==> src/rtl/mem_arb_pkg.sv <==
// Shared encodings for the instruction/data memory arbiter.
// Consumers: mem_arb_pick, mem_arbiter (optional macro MEM_ARB_RR_EN lives there).
package mem_arb_pkg;

    localparam logic [1:0] ST_IDLE  = 2'd0;
    localparam logic [1:0] ST_ISSUE = 2'd1;
    localparam logic [1:0] ST_WAIT  = 2'd2;
    localparam logic [1:0] ST_RESP  = 2'd3;

    localparam logic OWN_IF = 1'b0;
    localparam logic OWN_D  = 1'b1;

    localparam logic [1:0] WHB_BYTE = 2'b00;
    localparam logic [1:0] WHB_HALF = 2'b01;
    localparam logic [1:0] WHB_WORD = 2'b10;

endpackage

==> src/rtl/mem_arb_pick.sv <==
// Combinational winner selection between fetch and load/store requests.
// MEM_ARB_RR_EN selects round-robin on the last owner; otherwise data beats fetch.
module mem_arb_pick
    import mem_arb_pkg::*;
(
    input  logic if_req,
    input  logic d_req,
`ifdef MEM_ARB_RR_EN
    input  logic last_own,
`endif
    output logic win_valid,
    output logic win_own
);

    always_comb begin
        win_valid = if_req | d_req;
`ifdef MEM_ARB_RR_EN
        if (if_req && d_req) begin
            win_own = (last_own == OWN_D) ? OWN_IF : OWN_D;
        end else begin
            win_own = d_req ? OWN_D : OWN_IF;
        end
`else
        win_own = d_req ? OWN_D : OWN_IF;
`endif
    end

endmodule

==> src/rtl/mem_arbiter.sv <==
// Single-port memory arbiter: one outstanding transaction, IDLE->ISSUE->WAIT->RESP.
// Define MEM_ARB_RR_EN for round-robin priority; default is fixed data-over-fetch.
module mem_arbiter
    import mem_arb_pkg::*;
#(
    parameter int MEM_LAT = 1,
    parameter int AW      = 32,
    parameter int DW      = 32
) (
    input  logic          clk,
    input  logic          rst,
    input  logic          if_req,
    input  logic [AW-1:0] if_addr,
    output logic          if_gnt,
    output logic          if_rvalid,
    output logic [DW-1:0] if_rdata,
    input  logic          d_req,
    input  logic          d_we,
    input  logic [AW-1:0] d_addr,
    input  logic [DW-1:0] d_wdata,
    input  logic [1:0]    d_whb,
    output logic          d_gnt,
    output logic          d_rvalid,
    output logic [DW-1:0] d_rdata,
    output logic          mem_en,
    output logic          mem_we,
    output logic [AW-1:0] mem_addr,
    output logic [DW-1:0] mem_wdata,
    output logic [1:0]    mem_whb,
    input  logic [DW-1:0] mem_rdata,
    output logic          busy
);

    logic [1:0]    state;
    logic [3:0]    cnt;
    logic          own_q;
    logic          we_q;
    logic [AW-1:0] addr_q;
    logic [DW-1:0] wdata_q;
    logic [1:0]    whb_q;
    logic [DW-1:0] resp_q;
    logic          win_valid;
    logic          win_own;
    logic          grant;

`ifdef MEM_ARB_RR_EN
    logic last_own;

    always_ff @(posedge clk or negedge rst) begin
        if (!rst) begin
            last_own <= OWN_D;
        end else if (grant) begin
            last_own <= win_own;
        end
    end
`endif

    mem_arb_pick u_pick (
        .if_req    (if_req),
        .d_req     (d_req),
`ifdef MEM_ARB_RR_EN
        .last_own  (last_own),
`endif
        .win_valid (win_valid),
        .win_own   (win_own)
    );

    // Gating with rst keeps the Mealy grants low while reset is held.
    assign grant  = rst && (state == ST_IDLE) && win_valid;
    assign if_gnt = grant && (win_own == OWN_IF);
    assign d_gnt  = grant && (win_own == OWN_D);

    always_ff @(posedge clk or negedge rst) begin
        if (!rst) begin
            state   <= ST_IDLE;
            cnt     <= '0;
            own_q   <= OWN_IF;
            we_q    <= 1'b0;
            addr_q  <= '0;
            wdata_q <= '0;
            whb_q   <= '0;
            resp_q  <= '0;
        end else begin
            case (state)
                ST_IDLE: begin
                    if (grant) begin
                        own_q <= win_own;
                        state <= ST_ISSUE;
                        if (win_own == OWN_D) begin
                            we_q    <= d_we;
                            addr_q  <= d_addr;
                            wdata_q <= d_wdata;
                            whb_q   <= d_whb;
                        end else begin
                            we_q    <= 1'b0;
                            addr_q  <= if_addr;
                            wdata_q <= '0;
                            whb_q   <= WHB_WORD;
                        end
                    end
                end
                ST_ISSUE: begin
                    cnt   <= 4'(MEM_LAT - 1);
                    state <= ST_WAIT;
                end
                ST_WAIT: begin
                    if (cnt == 4'd0) begin
                        resp_q <= we_q ? '0 : mem_rdata;
                        state  <= ST_RESP;
                    end else begin
                        cnt <= cnt - 4'd1;
                    end
                end
                ST_RESP: begin
                    state <= ST_IDLE;
                end
                default: begin
                    state <= ST_IDLE;
                end
            endcase
        end
    end

    assign busy      = (state != ST_IDLE);
    assign mem_en    = (state == ST_ISSUE);
    assign mem_we    = mem_en && we_q;
    assign mem_addr  = mem_en ? addr_q  : '0;
    assign mem_wdata = mem_en ? wdata_q : '0;
    assign mem_whb   = mem_en ? whb_q   : '0;

    assign if_rvalid = (state == ST_RESP) && (own_q == OWN_IF);
    assign d_rvalid  = (state == ST_RESP) && (own_q == OWN_D);
    assign if_rdata  = if_rvalid ? resp_q : '0;
    assign d_rdata   = d_rvalid  ? resp_q : '0;

endmodule
==> config.mk <==
export PLATFORM = sky130hd
export DESIGN_NAME = mem_arbiter
export DESIGN_NICKNAME = d
export VERILOG_FILES = /design/src/rtl/mem_arb_pkg.sv /design/src/rtl/mem_arb_pick.sv /design/src/rtl/mem_arbiter.sv
export SDC_FILE = /design/constraint.sdc
export NUM_CORES = 1
export LEC_CHECK = 0
export CELL_PAD_IN_SITES_DETAIL_PLACEMENT = 1
export CELL_PAD_IN_SITES_GLOBAL_PLACEMENT = 2
export CORE_MARGIN = 8
export CORE_UTILIZATION = 21
export CTS_BUF_LIST = sky130_fd_sc_hd__clkbuf_8
export CTS_CLUSTER_DIAMETER = 120
export CTS_CLUSTER_SIZE = 20
export DETAILED_ROUTE_END_ITERATION = 12
export PLACE_DENSITY_LB_ADDON = 0.25
export SLEW_MARGIN = 40
export SYNTH_ARGS = -nofsm -noshare
export SYNTH_HDL_FRONTEND = slang
export SYNTH_SLANG_ARGS = --single-unit
==> constraint.sdc <==
create_clock -name clk -period 1.6 [get_ports clk]
set_input_delay 0.24 -clock clk [delete_from_list [all_inputs] [get_ports clk]]
set_output_delay 0.24 -clock clk [all_outputs]
set_load 0.01 [all_outputs]
==> out/qor.csv <==
metric,value,unit
synth-simple-area-share,27.7,%
drive_gt1_share,37.4,%
required,1.36,ns
final_area,9510,µm²
grt_use_total,14.5,%
report.final.slew_viol_count,0,
numCtsBuffers,9,
start_util,21.3,%
place_ws,-0.405,ns
fin_worst_skew,0.0138,ns
p_leak,4.40,nW
setup_viol,216,
synthXorXnorAreaFrac,0,%
synth_area,5360,µm²
hold_slack,0.125,ns
worst_pin_slew,0.651,ns
utilization,37.9,%
min_period,2.05,ns
synth_top_family_by_area,simple AND/OR/NAND/NOR gates,
cts_sinks,106,
path_max_fanout,6,
wl,24800,µm
grt_pass1_wl,35000,µm
die_w,176,µm
hp-class,input port to asynchronous set/reset pin,
synth-seq-cells,106,
remaining_drc_errors,0,
start_kind,register,
dieArea,30900,µm²
hold_violations,0,
cpPeakStageDelay,0.44,ns
num-nets-final,959,
synthCells,521,
clk_path_buf_depth,2,
via_per_inst,4.52,
hpwl,16100,µm
rows,58,
cp_num_buf_inv,5,
synth_flop_cell,dfrtp_1,
grt_pass1_vias,5816,
synth_compound_area_share,15.4,%
post-route-period-util,128,%
grt_max_degree,65,
io-pin-count,272,
cts_root_buf,clkbuf_8,
arrival,1.81,ns
synth_cell_types,29,
synthTopCellsByArea,"dfrtp_1, and2_1, a221o_1",
dieHeight,176,µm
vias,5215,
clkTransAtPathRegs,0.12,ns
synthMuxAreaShare,0.840,%
crit_type,register to output port,
drtIter0Drc,212,
outcome,"complete, but fails checks",
routabilityCongestion,0.747,
grt-ovfl-total,0,
synth-adder-area-share,1.40,%
antenna_found_initial,2,
clock_latency,0.40,ns
synth_common_cells,"dfrtp_1, and2_1, nand2_1",
ctsHtreeMaxLevel,3,
portBuffers,271,
critPathTopFamily,buffers and inverters,
fmax,0.488,GHz
reg2reg_depth,6,
layout_setup_ws,-0.449,ns
power.density,1650,nW/µm²
failed_checks,negative setup slack,
timing.rr.end,state[1],
max-vdd-ir-drop,0.541,mV
seq_area_frac_synth,49.5,%
dpl-instance-area,8560,µm²
cp-end-kind,output port,
firstDrtPassIters,4,
relSlewSlack,56.6,%
diodes,0,
avgSynthCellArea,10.3,µm²
synth_top_area_cell,dfrtp_1,
synth_edf_count,0,
core-area,25100,µm²
crit_path_top_delay_cell,dfrtp_1,
ant_nets,0,
path_cells,"buf_6, ha_4, buf_8, buf_16, buf_8, and2_4, buf_6",
synth_top_area_share,49.5,%
ys_warn_count,0,
post-synth-top-count-cell,dfrtp_1,
r2r-start,state[0],
rsz0062_at_grt,true,
drv_cap,0,
syn_nets,662,
regToRegSetupSlack,-0.15,ns
async_flop_share,100,%
cts_tree,yes,
avgRoutedWirePerCell,21.5,µm
tns,-46.64,ns
area_growth,77.5,%
-- where the power goes --
part	internal [mW]	switching, mW	leakage, nW
combinational	5.12	3.94	2.96
clock	0.759	1.11	0.100
sequential	3.92	0.843	1.34
total	9.80	5.89	4.40
-- per-layer routing --
metal	routed length, µm	track usage [%]	vias up
li1	-	-	2409
met1	10400	17.4	2577
met2	11600	22.4	202
met3	2470	7.43	23
met4	320	3.74	4
met5	27	0	-
-- stage by stage --
| step | power, mW | cells |
|---|---|---|
| CTS | 14.5 | 1137 |
| detailed placement | 11.5 | 1102 |
| floorplan | 8.00 | 521 |
| global placement | 11.2 | 1102 |
| global route | 16.8 | 1153 |
| finish | 15.7 | 1153 |
-- area by class of cell --
class	instances	area, µm²
multi-input cells	359	2770
well taps	330	413
inverters	7	28.8
clock buffers	9	124
repair buffers	335	3440
clock inverters	7	85.1
flip-flops and latches	106	2650
fillers	2783	15600
-- worst max-delay path by stage --
stage / from / to / slack, ns / cells past startpoint
global placement: d_req / if_gnt / -0.41 / 4
floorplan: cnt[0] / state[1] / -0.006 / 5
global route: state[0] / mem_wdata[17] / -0.53 / 7
finish: state[0] / mem_addr[0] / -0.45 / 7
detailed placement: d_req / if_gnt / -0.41 / 4
CTS: state[1] / d_rdata[25] / -0.71 / 4
-- layout by cell type, fill, tap and decap left out, types with 16 or more instances in the layout --
cell and count:
a221o_1 32, a22o_1 34, and2_1 41, and2_4 59, and3_1 17, and3_4 16
buf_2 41, buf_4 24, buf_6 88, clkbuf_2 18, clkdlybuf4s50_1 133, dfrtp_1 105
nand2_1 39, nand2b_1 32, nor3b_1 30, o21ai_0 30
-- worst reg2reg max path: stages (launching register included) --
cell	delay (ns)
dfrtp_1	0.44
inv_1	0.16
ha_4	0.20
o211ai_4	0.11
buf_12	0.18
a22oi_2	0.24
mux2_4	0.32
-- state kept, by name, indices dropped and copies added, names as in the netlist --
| signal | count |
|---|---|
| we_q | 1 |
| state | 2 |
| own_q | 1 |
| resp_q | 32 |
| cnt | 4 |
| whb_q | 2 |
| addr_q | 32 |
| wdata_q | 32 |
-- repair_timing --
| action | in CTS | in global routing |
|---|---|---|
| resized for setup | 489 | 236 |
| hold buffers | 0 | 0 |
| gates cloned | 6 | 10 |
| setup endpoints to repair | 218 | 240 |
| pin swaps | 0 | 8 |
| setup buffers | 13 | 10 |
-- logic make-up (layout without fill, tap and decap cells) --
logic type,after synthesis,in the layout
and+or+nand+nor,246,246
DFF,106,106
muxes,4,4
AOI/OAI and AO/OA,103,103
adders and majority gates,6,6
buffers and inverters,56,358
Note: power is estimated with default switching activity, not from simulation.
